<file path="config.mk">
export PLATFORM = sky130hd
export DESIGN_NAME = phase_gen
export DESIGN_NICKNAME = d
export VERILOG_FILES = /design/src/rtl/phase_gen.sv
export SDC_FILE = /design/constraint.sdc
export NUM_CORES = 1
export LEC_CHECK = 0
export ABC_AREA = 1
export CAP_MARGIN = 20
export CORE_AREA = 2 2 76 97
export DETAILED_ROUTE_END_ITERATION = 8
export DIE_AREA = 0 0 78 99
export PLACE_DENSITY = 0.86
export SYNTH_ARGS = -nofsm -noshare
export SYNTH_HDL_FRONTEND = slang
export SYNTH_SLANG_ARGS = --single-unit
</file>
<file path="constraint.sdc">
create_clock -name CLK -period 1.99 [get_ports CLK]
set_input_delay 0.199 -clock CLK [delete_from_list [all_inputs] [get_ports CLK]]
set_output_delay 0.199 -clock CLK [all_outputs]
set_load 0.02 [all_outputs]
</file>
<file path="src/rtl/phase_gen.sv">
// phase_gen: per-voice oscillator front end.
// Turns a MIDI note number into a phase increment, using a 12-entry semitone
// table and a sequential divide-by-12, then runs a phase accumulator on CE.
module phase_gen #(
  parameter int ACC_WIDTH     = 16,
  parameter int PHASE_WIDTH   = 7,
  parameter int RESET_ON_TRIG = 0
) (
  input  logic                   CLK,
  input  logic                   RST,
  input  logic                   CE,
  input  logic [6:0]             NOTE,
  input  logic                   NOTE_ON,
  input  logic                   NOTE_OFF,
  output logic [PHASE_WIDTH-1:0] PHASE,
  output logic                   ACTIVE,
  output logic                   BUSY,
  output logic                   WRAP
);

  typedef enum logic [1:0] {
    S_IDLE = 2'd0,
    S_DIV  = 2'd1,
    S_LOAD = 2'd2,
    S_RUN  = 2'd3
  } state_t;

  state_t                 state;
  state_t                 state_nxt;
  logic [6:0]             rem;
  logic [3:0]             oct;
  logic [ACC_WIDTH-1:0]   inc;
  logic [ACC_WIDTH-1:0]   acc;
  logic                   active;
  logic                   wrap;
  logic                   load_en;
  logic                   rem_ge12;
  logic [ACC_WIDTH:0]     sum;

  // Top-octave (octave 10) increments for one semitone each, 16-bit at 48 kHz.
  function automatic logic [15:0] base_lut(input logic [3:0] s);
    logic [15:0] b;
    case (s)
      4'd0:    b = 16'd11431;
      4'd1:    b = 16'd12110;
      4'd2:    b = 16'd12830;
      4'd3:    b = 16'd13593;
      4'd4:    b = 16'd14402;
      4'd5:    b = 16'd15258;
      4'd6:    b = 16'd16165;
      4'd7:    b = 16'd17127;
      4'd8:    b = 16'd18145;
      4'd9:    b = 16'd19224;
      4'd10:   b = 16'd20367;
      4'd11:   b = 16'd21578;
      default: b = 16'd0;
    endcase
    return b;
  endfunction

  // Lower octaves are the top-octave value shifted right (truncating).
  function automatic logic [ACC_WIDTH-1:0] note_inc(input logic [3:0] s,
                                                    input logic [3:0] o);
    logic [15:0] shifted;
    shifted = base_lut(s) >> (4'd10 - o);
    return ACC_WIDTH'(shifted);
  endfunction

  assign rem_ge12 = (rem >= 7'd12);
  assign sum      = {1'b0, acc} + {1'b0, inc};

  // State register.
  always_ff @(posedge CLK) begin
    if (RST) state <= S_IDLE;
    else     state <= state_nxt;
  end

  // Next-state logic: NOTE_ON always restarts the divide, NOTE_OFF aborts.
  always_comb begin
    state_nxt = state;
    if (NOTE_ON) begin
      state_nxt = S_DIV;
    end else if (NOTE_OFF) begin
      state_nxt = S_IDLE;
    end else begin
      case (state)
        S_IDLE:  state_nxt = S_IDLE;
        S_DIV:   state_nxt = rem_ge12 ? S_DIV : S_LOAD;
        S_LOAD:  state_nxt = S_RUN;
        S_RUN:   state_nxt = S_RUN;
        default: state_nxt = S_IDLE;
      endcase
    end
  end

  // Output decode from the current state.
  always_comb begin
    BUSY    = 1'b0;
    load_en = 1'b0;
    case (state)
      S_DIV:   BUSY = 1'b1;
      S_LOAD:  begin BUSY = 1'b1; load_en = 1'b1; end
      default: begin BUSY = 1'b0; load_en = 1'b0; end
    endcase
  end

  // Repeated-subtraction divide by 12: rem ends as semitone, oct as octave.
  always_ff @(posedge CLK) begin
    if (RST) begin
      rem <= '0;
      oct <= '0;
    end else if (NOTE_ON) begin
      rem <= NOTE;
      oct <= '0;
    end else if (state == S_DIV && rem_ge12) begin
      rem <= rem - 7'd12;
      oct <= oct + 4'd1;
    end
  end

  // Increment and ACTIVE flag; a retrigger leaves both untouched until LOAD.
  always_ff @(posedge CLK) begin
    if (RST) begin
      inc    <= '0;
      active <= 1'b0;
    end else if (NOTE_ON) begin
      inc    <= inc;
      active <= active;
    end else if (NOTE_OFF) begin
      inc    <= '0;
      active <= 1'b0;
    end else if (load_en) begin
      inc    <= note_inc(rem[3:0], oct);
      active <= 1'b1;
    end
  end

  // Phase accumulator with registered carry-out pulse.
  always_ff @(posedge CLK) begin
    if (RST) begin
      acc  <= '0;
      wrap <= 1'b0;
    end else if (NOTE_ON && (RESET_ON_TRIG != 0)) begin
      acc  <= '0;
      wrap <= 1'b0;
    end else if (NOTE_OFF && !NOTE_ON) begin
      acc  <= '0;
      wrap <= 1'b0;
    end else if (CE && active) begin
      acc  <= sum[ACC_WIDTH-1:0];
      wrap <= sum[ACC_WIDTH];
    end else begin
      wrap <= 1'b0;
    end
  end

  assign PHASE  = acc[ACC_WIDTH-1 -: PHASE_WIDTH];
  assign ACTIVE = active;
  assign WRAP   = wrap;

endmodule

</file>
== Word-level counts from Yosys, hierarchy flattened ==
Memory sizes are Yosys's and may differ from the RTL's. A register that Yosys moved wholly into a read port is not among the register bits.
Cells that the tools add are included.
Widths: inputs -> output; s select.

* Bitwise logic cells: 2
* Multiplexer cells: 18
* Shifts and indexed selects: 1
* Add/sub/neg operators: 4
* Equal/unequal tests: 3
* Reductions and logical operators: 14
* $lt $le $gt $ge: 1

{| class="wikitable"
|+ Operator list
! operator !! number
|-
| $mux 16 || 6
|-
| $add 16x16->17 || 1
|-
| $shr 16x4->16 || 1
|-
| $mux 7 || 2
|-
| $mux 4 || 2
|-
| $reduce_or 2->1 || 4
|-
| $ge 7x4->1 const B || 1
|-
| $sub 7x4->7 const B || 1
|-
| $mux 1 || 6
|-
| $pmux 2 s3 || 1
|-
| $reduce_or 3->1 || 2
|-
| $add 4x1->4 const B || 1
|-
| $eq 2x2->1 const B || 2
|-
| $reduce_bool 2->1 || 2
|-
| $sub 4x4->4 const A || 1
|-
| $logic_and 1x1->1 || 3
|-
| $eq 2x1->1 const B || 1
|-
| $logic_not 2->1 || 1
|-
| $mux 2 || 1
|-
| $not 1->1 || 2
|-
| $reduce_and 2->1 || 1
|-
| $logic_not 1->1 || 1
|}

* Output and inout port bits: 10
* Memories kept: 1
* Logic and storage cells: 52
* Input bits: 12
* Bits in registers: 47
* Memory bits (read-only): 240

{| class="wikitable"
|+ Memories
! name !! words !! bits a word !! rd ports !! clocked after memory_dff !! wr ports !! RTL line !! text
|-
| (no name shown) || 16 || 15 || 1 || 1 || 0 || 43 || <nowiki>case (s)</nowiki>
|}

== Depth between registers and ports, before layout ==
Gate-level depths: netlist of the first run.

* Word-level depth: 9
* Mapped depth: 12
* Gate-level depth less buffers: 12

== Least setup slack after synthesis of the first run ==
OpenSTA, ideal clock, no wires.

* Path kind: reg2reg
* From: reg inc[0]
* To: reg acc[8]
* Data required time: 1,882 ps
* Path slack: 273 ps
* Arrival: 1,609 ps
* Setup time: 108 ps
* Buffers on the path: 0
* Period minus slack after synthesis: 1,717 ps
* Stages on the path, launching flop included: 11
* Path through: dfxtp_1 > ha_1 > fa_1 > nand2_1 > nand3_1 > and2_1 > a21oi_1 > nor2_1 > nor2_1 > a21o_1 > inv_1

* Longest elaborated chain between the ends: 1

{| class="wikitable"
|+ Ends and longest elaborated chain
! item !! RTL line !! text
|-
| from (decl) || 32 || <nowiki>logic [ACC_WIDTH-1:0] inc;</nowiki>
|-
| from (signal assigned) || 127 || <nowiki>inc <= inc;</nowiki>
|-
| from (signal assigned) || 133 || <nowiki>inc <= note_inc(rem[3:0], oct);</nowiki>
|-
| $add 16x16->17 || 70 || <nowiki>assign sum = {1'b0, acc} + {1'b0, inc};</nowiki>
|-
| to (signal assigned) || 150 || <nowiki>acc <= sum[ACC_WIDTH-1:0];</nowiki>
|-
| to (decl) || 33 || <nowiki>logic [ACC_WIDTH-1:0] acc;</nowiki>
|}

No other way between the ends.
A chain may end at the register's enable or synchronous reset.

== Worst setup path in the final report of the first run ==
* From: reg inc[0]
* To: reg acc[12]

The elaborated chain is that of the path after synthesis.

==> reports/results.tsv, run 1 <==
stage	metric	value	unit
route	drtAntennaViolNets	0	
synth	async_reset_ff_frac	0	
global_routing	grt_pass1_vias	3698	
synth	syn-num-nets	636	
cells_and_area	drive_above_1_share	0.1100	
synth	synth_top_area_frac	0.3061	
status	outcome	completed	
route	routedWlPerCell	12.93	um
synth	postSynthCellCount	597	
timing	slew_viol_final	0	
worst_setup_path	end_kind	register	
timing	tightest_slew	0.3966	ns
floorplanning	die_area	7722	sq um
floorplanning	coreArea	6807	sq um
route	drtIter0Drc	193	
worst_setup_path	critPathKind	reg -> reg	
worst_hold_path	hold_path_depth	3	
pwr	netSwitchingPower	0.0008044	W
synth	synth.most_common_cell	nand2_1	
global_routing	antenna_found_initial	0	
floorplanning	die_w	78	um
timing	fin_ws	0.09402	ns
timing	skew	0.01189	ns
floorplanning	rows	34	
timing	fin_crit	1.896	ns
worst_setup_path	cp_slowest_cell	fa_2	
floorplanning	io_pins	22	
worst_setup_path	cp_common_cell	nand3_1	
pwr	totalPowerFinal	0.003193	W
pwr	p_leak	2.186	nW
timing	post-route-period-util	0.9528	
flow_run	max-cap-violations	0	
clock_tree	worstSkewPairLatency	0.34	ns
worst_setup_path	cp-start-kind	register	
synth	ys_seq_area_frac	0.3061	
pwr	p_seq_frac	0.415	
worst_setup_path	crit_chain	ha_1, fa_2, nand2_1, nand3_1, and2_4, nand3_1, nand3_1, nand2_1, inv_1, o21ai_0, inv_1	
global_routing	grt_max_degree	23	
clock_tree	cts.sinks	61	
timing	rsz0062_at_grt	false	
place	io_buffers	21	
route	wirelength	9268	um
route	num_vias	3901	
synth	synth_cell_types	44	
place	place_area	4315	sq um
worst_hold_path	min_path_type	in -> reg	
worst_setup_path	critPathArrivalTime	2.13	ns
timing	fmax	527.4	MHz
clock_tree	cts-root-buf	clkbuf_8	
route	dr.pass1.iters	5	
synth	synth_edf_count	0	
route	route.detailed.drc	0	
synth	synth_area_leaders	dfxtp_1 (31%), nand2_1 (16%), ha_1 (8.2%), nand3_1 (7.4%), inv_1 (5.6%)	
clock_tree	cts_tree	yes	
synth	syn_avg_cell_area	6.681	sq um
place	routabilityCongestion	0.9608	
pwr	swShare	0.2519	
timing	finalSetupViolations	0	
timing	max_slew_margin	0.7343	
cells_and_area	stdcell_area	4596	sq um
worst_setup_path	ff2ff_path_depth	11	
floorplanning	start_util	0.5860	
cells_and_area	syn_to_final_growth	15.21	%
global_routing	grt_pass1_wl	15580	um
worst_setup_path	cp_num_buf_inv	2	
clock_tree	clk_pin_slew	0.07	ns
cells_and_area	nets	661	
worst_setup_path	r2r_slack	0.09	ns
route	viasPerCell	5.441	
synth	synthTopCellsByCount	nand2_1 (165), dfxtp_1 (61), inv_1 (59), nand3_1 (59), nor2_1 (58)	
synth	yosysTopAreaCell	dfxtp_1	
worst_setup_path	r2r_start	inc[0]$_SDFFE_PP0P_	
worst_setup_path	cp-endpoint	acc[12]$_SDFFE_PP0P_	
clock_tree	cts_buffers	9	
timing	hold_viol	0	
pwr	ir_drop	0.0004521	V
place	dp_hpwl	7031	um
clock_tree	htreeDepth	3	
pwr	pwr-share-clk	0.445	
synth	ys_ff_latch	61	
synth	ys.flop_type	dfxtp_1	
pwr	p_int	0.002389	W
pwr	powerDensity	694.9	nW/um^2
worst_setup_path	crit_cells	11	
worst_setup_path	cp-startpoint	inc[0]$_SDFFE_PP0P_	
worst_setup_path	slowest_delay	0.36	ns
global_routing	track_usage	0.2506	
floorplanning	die_height	99	um
pwr	p_comb_frac	0.140	
worst_setup_path	required	2.23	ns
clock_tree	clockBufferDepth	2	
global_routing	grt.overflow.total	0	
place	pre_cts_slack	-0.1198	ns
cells_and_area	antenna_cells	0	
clock_tree	post_cts_buffers	0	
synth	syn_area	3989	sq um
worst_setup_path	crit_fanout	4	
synth	synth_warnings	0	
worst_setup_path	cpLargestDelayFamily	simple AND/OR/NAND/NOR gates	
worst_setup_path	timing.rr.end	acc[12]$_SDFFE_PP0P_	
[final cells by class]
type | count | area, sq um
Clock buffer | 13 | 168.9
Clock inverter | 3 | 90.09
Fill cell | 576 | 2211
Inverter | 63 | 236.5
Multi-Input combinational cell | 447 | 2389
Sequential cell | 61 | 1221
Tap cell | 90 | 112.6
Timing Repair Buffer | 40 | 377.9
[worst register-to-register path, cell delays in order (launching register included)]
cell,delay (ns)
dfxtp_1,0.33
ha_1,0.23
fa_2,0.36
nand2_1,0.09
nand3_1,0.10
and2_4,0.17
nand3_1,0.07
nand3_1,0.13
nand2_1,0.09
inv_1,0.03
o21ai_0,0.14
inv_1,0.05
[repair_timing]
action / CTS / global route
hold buffers: 0 / 0
endpoints found under the setup margin: 0 / 22
resized for setup: 0 / 11
hold endpoints to repair: 0 / 0
[worst min-delay path by stage]
stage	from	endpoint	slack, ns
CTS	NOTE[6]	rem[6]$_SDFFE_PP0N_	0.42
global placement	acc[0]$_SDFFE_PP0P_	acc[0]$_SDFFE_PP0P_	0.45
finish	NOTE[6]	rem[6]$_SDFFE_PP0N_	0.44
detailed placement	acc[0]$_SDFFE_PP0P_	acc[0]$_SDFFE_PP0P_	0.46
global route	NOTE[4]	rem[4]$_SDFFE_PP0N_	0.44
floorplan	NOTE_OFF	state[1]$_SDFF_PP0_	0.28
[cells in the final DEF (no fill, tap or decap), types with 3 or more instances in the layout]
cell type and instances:
a21oi_1 31, a22oi_1 7, a31oi_1 3, buf_4 17, bufinv_16 3, clkbuf_8 12
clkdlybuf4s50_1 21, dfxtp_1 61, ha_1 25, inv_1 59, inv_2 4, nand2_1 164
nand2_2 4, nand2_4 3, nand3_1 59, nand3_2 3, nand4_1 6, nor2_1 57
nor2_2 3, nor3_1 5, o211ai_1 3, o21ai_0 33, o21ai_1 4, or2_2 6
xnor2_1 3, xor2_1 4
[cell families after synthesis]
family	Yosys count	synth area share
DFF	61	0.3061
xor gates and xnor gates	9	0.02353
buffers and inverters	89	0.1004
adders and majority gates	27	0.08657
and+or+nand+nor	318	0.3488
AOI/OAI and AO/OA	93	0.1346
[layer usage]
| layer | wire, um | up-vias | part of all wire | global-route usage |
|---|---|---|---|---|
| li1 | - | 1993 | - | - |
| met1 | 3620 | 1774 | 0.39 | 0.2500 |
| met2 | 5046 | 103 | 0.54 | 0.4907 |
| met3 | 284 | 31 | 0.031 | 0.03114 |
| met4 | 316 | 0 | 0.034 | 0.1377 |
| met5 | 0 | - | 0 | 0 |
[through the flow]
stage	hold slack (ns)	TNS, ns	std cells	utilization
floorplan	0.2775	0	597	-
global route	0.4374	0	717	0.6752
CTS	0.4235	0	717	0.6721
detailed placement	0.4624	-0.4897	701	0.6340
finish	0.4373	0	717	0.6752
global placement	0.4511	0	701	0.6340
[power by group through the flow]
stage	Combinational (W)	Sequential, W	Clock (W)
2_1_floorplan	0.000319	0.00134	0
3_3_place_gp	0.000421	0.00135	0
3_5_place_dp	0.000433	0.00135	0
4_1_cts	0.000437	0.00133	0.00143
5_1_grt	0.000498	0.00133	0.00148
6_report	0.000446	0.00133	0.00142
(Power assumes the default switching activity.)
==> run 2: changes to the inputs <==
--- a/config.mk
+++ b/config.mk
@@ -10,6 +10,7 @@
 export CORE_AREA = 2 2 76 97
 export DETAILED_ROUTE_END_ITERATION = 8
 export DIE_AREA = 0 0 78 99
+export GPL_TIMING_DRIVEN = 0
 export PLACE_DENSITY = 0.86
 export SYNTH_ARGS = -nofsm -noshare
 export SYNTH_HDL_FRONTEND = slang
==> run 2 against run 1 <==
Die area stayed put. Worst hold slack worse by 0.23 ns. Flip-flop and latch count stayed put. Largest cell class unchanged.
==> reports/results.tsv, run 2 (synthesis gave the netlist of run 1 again) <==
stage	metric	value	unit
timing	skew	0.008734	ns
clock_tree	cts.sinks	61	
floorplanning	io_pins	22	
route	dr_wl_met2	5119	um
timing	hold_viol	0	
clock_tree	clockBufferDepth	2	
route	num_vias	3954	
worst_setup_path	cp-start-kind	input pin	
timing	slew_viol_final	0	
place	io_buffers	20	
worst_setup_path	crit_fanout	10	
clock_tree	cts-root-buf	clkbuf_8	
floorplanning	die_height	99	um
global_routing	grt.overflow.total	0	
global_routing	grt_pass1_wl	16080	um
worst_setup_path	slowest_delay	0.49	ns
cells_and_area	antenna_cells	0	
place	dp_hpwl	7307	um
route	route.detailed.drc	0	
pwr	ir_drop	0.0003900	V
route	met3_length	343	um
worst_setup_path	crit_chain	clkdlybuf4s50_1, buf_4, nor2_1, nor3_4, inv_2, ha_1, inv_1, nand3_1, nand3_1, nand2_1	
timing	finalSetupViolations	0	
cells_and_area	fill_cells	598	
route	top_layer_used	met4	
cells_and_area	drive_above_1_share	0.1179	
clock_tree	postCtsHoldBufs	0	
route	drtIter0Drc	138	
clock_tree	worstSkewPairLatency	0.34	ns
worst_setup_path	end_kind	register	
global_routing	antenna_found_initial	0	
cells_and_area	syn_to_final_growth	14.08	%
timing	setup-tns-final	0	ns
clock_tree	clk_pin_slew	0.07	ns
status	outcome	completed	
route	wirelength	9453	um
place	place_area	4302	sq um
route	dr.pass1.iters	6	
clock_tree	cts_buffers	9	
route	drtAntennaViolNets	0	
pwr	totalPowerFinal	0.002781	W
timing	post-route-period-util	0.9442	
cells_and_area	final_cell_mix	nand2_1 (165), dfxtp_1 (60), nand3_1 (58)	
route	routedWlPerCell	13.02	um
global_routing	track_usage	0.2576	
timing	tightest_slew	0.5631	ns
clock_tree	htreeDepth	3	
clock_tree	cts_tree	yes	
pwr	p_leak	2.186	nW
timing	max_slew_margin	0.6246	
cells_and_area	stdcell_area	4551	sq um
worst_setup_path	cp_slowest_cell	clkdlybuf4s50_1	
cells_and_area	final_common_cell	nand2_1	
floorplanning	die_area	7722	sq um
route	viasPerCell	5.446	
timing	fin_crit	1.879	ns
timing	holdWs	0.2104	ns
cells_and_area	final_core_util	0.6686	
worst_setup_path	critPathKind	in -> reg	
flow_run	max-cap-violations	0	
worst_setup_path	cpLargestDelayFamily	buffers and inverters	
floorplanning	start_util	0.5860	
cells_and_area	nets	671	
worst_setup_path	cp_common_cell	nand3_1	
place	routabilityCongestion	0.9705	
worst_setup_path	critPathArrivalTime	2.10	ns
floorplanning	rows	34	
worst_setup_path	cp_num_buf_inv	4	
worst_hold_path	min_path_type	in -> reg	
global_routing	grt_max_degree	11	
worst_setup_path	required	2.21	ns
route	wl_met1	3588	um
floorplanning	die_w	78	um
pwr	powerDensity	611.1	nW/um^2
global_routing	grt_pass1_vias	3860	
timing	fmax	532.2	MHz
floorplanning	coreArea	6807	sq um
-- run 2: cell types whose count changed in the layout (fill, tap and decap cells not counted), sizes merged --
cell	change
clkbuf	+7
buf	+5
bufinv	-3
clkdlybuf4s50	-1
clkinv	+1
-- run 2: repair_timing --
action,4_1_cts,5_1_grt
pin swaps,1,2
buffers inserted,0,4
resized for setup,1,18
endpoints found under the setup margin,3,18
-- run 2: cell type report --
| class | count | area (sq um) | area share |
|---|---|---|---|
| multi-input combinational | 447 | 2401 | 0.5276 |
| sequential | 61 | 1222 | 0.2686 |
| inverter | 63 | 236.5 | 0.05197 |
| timing repair buffer | 24 | 230.2 | 0.05059 |
| clock buffer | 14 | 172.7 | 0.03794 |
| buffer | 26 | 170.2 | 0.03739 |
| tap | 90 | 112.6 | 0.02475 |
| clock inverter | 1 | 5.005 | 0.001100 |
-- run 2: report_power, final --
part | internal (W) | switching [W] | leakage [nW]
logic | 0.000165 | 0.000288 | 1.59
registers | 0.00129 | 0.0000371 | 0.498
clock network | 0.000547 | 0.000458 | 0.0926
total | 0.00200 | 0.000783 | 2.19
-- run 2: path summary, 6_finish.rpt --
check / startpoint / end / slack [ns] / depth (start not counted)
setup / recovery: NOTE_ON / register / 0.11 / 10
hold reg to reg: acc[0]$_SDFFE_PP0P_ / acc[0]$_SDFFE_PP0P_ / 0.48 / 2
hold / removal: RST / inc[3]$_SDFFE_PP0P_ / 0.21 / 2
setup reg to reg: inc[0]$_SDFFE_PP0P_ / acc[12]$_SDFFE_PP0P_ / 0.12 / 11
-- run 2: through the flow --
stage	worst slack [ns]	instances
6_report	0.1110	726
3_5_place_dp	-0.4601	707
3_3_place_gp	-0.4162	707
2_1_floorplan	0.2727	597
5_1_grt	-0.03116	726
4_1_cts	0.02038	722
-- run 2: routing by layer --
| layer | vias up | GRT usage |
|---|---|---|
| met5 | - | 0 |
| met4 | 0 | 0.1552 |
| met3 | 35 | 0.04487 |
| met2 | 124 | 0.4967 |
| met1 | 1784 | 0.2499 |
| li1 | 2011 | - |
==> run 3: changes to the inputs <==
--- a/config.mk
+++ b/config.mk
@@ -11,7 +11,8 @@
 export DETAILED_ROUTE_END_ITERATION = 8
 export DIE_AREA = 0 0 78 99
 export GPL_TIMING_DRIVEN = 0
-export PLACE_DENSITY = 0.86
+export PLACE_DENSITY = 0.74
+export SKIP_LAST_GASP = 1
 export SYNTH_ARGS = -nofsm -noshare
 export SYNTH_HDL_FRONTEND = slang
 export SYNTH_SLANG_ARGS = --single-unit
==> constraint.sdc (replaced) <==
create_clock -name CLK -period 1.99 [get_ports CLK]
set_input_delay 0.199 -clock CLK [delete_from_list [all_inputs] [get_ports CLK]]
set_output_delay 0.199 -clock CLK [all_outputs]
set_load 0.005 [all_outputs]
==> run 3 against run 2 <==
Design area increased by 2.3%. Sequential power is essentially flat. Sequential share of layout area is 0.61 points lower. Non-clock buffer count rose by 3. First-iteration DRC count is 20% higher. Clock-buffer cell count decreased by 1. Largest power group is now the clock network. Wire length fell by 0.99%. Critical path depth is 1 higher. Worst setup slack worse by 0.024 ns. Total power grew 15%. Register-to-register slack got worse by 0.03 ns. Utilization grew 1.5 points.
==> reports/results.tsv, run 3 (synthesis gave the netlist of run 1 again) <==
stage	metric	value	unit
worst_setup_path	critPathArrivalTime	2.11	ns
floorplanning	start_util	0.5860	
global_routing	grt_pass1_vias	3880	
flow_run	max-cap-violations	0	
clock_tree	cts.sinks	61	
route	wirelength	9359	um
clock_tree	worstSkewPairLatency	0.33	ns
route	route.detailed.drc	0	
route	wl_met1	3742	um
place	dp_hpwl	7341	um
timing	rsz0062_at_grt	true	
clock_tree	cts-root-buf	clkbuf_8	
place	io_buffers	20	
timing	post-route-period-util	0.9563	
route	dr_wl_met2	5089	um
place	place_area	4302	sq um
worst_hold_path	min_path_type	in -> reg	
clock_tree	cts_buffers	9	
timing	fin_crit	1.903	ns
floorplanning	die_area	7722	sq um
status	outcome	completed	
pwr	ir_drop	0.0005011	V
route	drtAntennaViolNets	0	
worst_setup_path	cp_num_buf_inv	2	
pwr	powerDensity	686.0	nW/um^2
cells_and_area	drive_above_1_share	0.1313	
worst_setup_path	cp_slowest_cell	dfxtp_1	
worst_setup_path	critPathKind	reg -> reg	
floorplanning	coreArea	6807	sq um
cells_and_area	nets	674	
timing	finalSetupViolations	0	
timing	slew_viol_final	0	
worst_setup_path	cp-start-kind	register	
worst_setup_path	crit_chain	ha_1, nand2_1, nor2_2, o21ai_2, buf_4, nand3_1, nand2_2, nand2_2, buf_6, nand3_1, nand2_1	
global_routing	track_usage	0.2644	
worst_hold_path	hold_path_depth	2	
worst_setup_path	required	2.20	ns
route	top_layer_used	met4	
worst_setup_path	slowest_delay	0.36	ns
worst_setup_path	crit_fanout	10	
cells_and_area	final_cell_mix	nand2_1 (164), dfxtp_1 (60), inv_1 (57), nor2_1 (57), nand3_1 (57)	
worst_setup_path	ff2ff_path_depth	11	
global_routing	grt_max_degree	11	
worst_setup_path	cpLargestDelayFamily	simple AND/OR/NAND/NOR gates	
pwr	p_leak	2.235	nW
place	routabilityCongestion	0.9247	
cells_and_area	final_common_cell	nand2_1	
clock_tree	postCtsHoldBufs	0	
cells_and_area	syn_to_final_growth	16.72	%
clock_tree	cts_tree	yes	
route	num_vias	3869	
floorplanning	rows	34	
timing	fmax	525.5	MHz
timing	hold_viol	0	
floorplanning	die_height	99	um
clock_tree	htreeDepth	3	
clock_tree	clockBufferDepth	2	
worst_setup_path	end_kind	register	
route	drtIter0Drc	166	
floorplanning	die_w	78	um
cells_and_area	antenna_cells	0	
global_routing	grt.overflow.total	0	
floorplanning	io_pins	22	
timing	max_slew_margin	0.6415	
route	routedWlPerCell	12.82	um
route	viasPerCell	5.300	
pwr	totalPowerFinal	0.003194	W
route	met3_length	238	um
worst_setup_path	crit_cells	11	
global_routing	antenna_found_initial	0	
route	dr.pass1.iters	4	
global_routing	grt_pass1_wl	16500	um
clock_tree	clk_pin_slew	0.07	ns
cells_and_area	stdcell_area	4656	sq um
timing	skew	0.01275	ns
timing	tightest_slew	0.5378	ns
[run 3: changes by cell type in the layout (fill, tap and decap cells not counted), moves of 2 or more]
| cell | delta |
|---|---|
| bufinv_16 | +3 |
| clkbuf_4 | +2 |
| o21ai_0 | -4 |
| o21ai_1 | +3 |
[run 3: cell type report]
class | instances | area [sq um]
buffer | 26 | 170.2
sequential | 61 | 1222
tap | 90 | 112.6
inverter | 63 | 236.5
clock inverter | 3 | 90.09
clock buffer | 13 | 168.9
timing repair buffer | 27 | 252.7
fill | 634 | 2151
multi-input combinational | 447 | 2402
[run 3: routing by layer]
layer  up-vias  GRT usage
met5         -          0
met1      1756     0.2674
li1       2011          -
met2        79     0.5027
met4         0     0.1444
met3        23    0.04853
[run 3: through the flow]
step | worst slack [ns] | std cells | utilization | setup TNS [ns] | hold slack [ns]
CTS | 0.02164 | 723 | 0.6710 | 0 | 0.2007
global placement | -0.4477 | 707 | 0.6320 | -4.179 | 0.4530
finish | 0.08700 | 730 | 0.6840 | 0 | 0.2238
floorplan | 0.2736 | 597 | - | 0 | 0.2775
detailed placement | -0.4847 | 707 | 0.6320 | -4.921 | 0.4685
global route | -0.02619 | 730 | 0.6840 | -0.03088 | 0.2338
[run 3: timing repair]
item | 4_1_cts | 5_1_grt
endpoints found under the setup margin | 4 | 25
buffers inserted | 0 | 7
resized for setup | 2 | 22
pin swaps | 1 | 3
[run 3: final timing paths]
kind / end / slack [ns] / startpoint
min: inc[4]$_SDFFE_PP0P_ / 0.22 / RST
max: register / 0.09 / rem[2]$_SDFFE_PP0N_
max reg2reg: register / 0.09 / rem[2]$_SDFFE_PP0N_
min reg2reg: inc[8]$_SDFFE_PP0P_ / 0.48 / inc[8]$_SDFFE_PP0P_
[run 3: power by group]
group	total, W	leakage (nW)	internal [W]	switching (W)
combinational	0.000462	1.61	0.000171	0.000290
clock	0.00141	0.130	0.000936	0.000474
sequential	0.00132	0.498	0.00129	0.0000365
total	0.00319	2.24	0.00239	0.000801
[run 3: worst reg2reg max path: stages, from the launching register on]
cell     delay [ns]
dfxtp_1        0.36
ha_1           0.25
nand2_1        0.09
nor2_2         0.05
o21ai_2        0.21
buf_4          0.14
nand3_1        0.07
nand2_2        0.13
nand2_2        0.13
buf_6          0.17
nand3_1        0.12
nand2_1        0.07
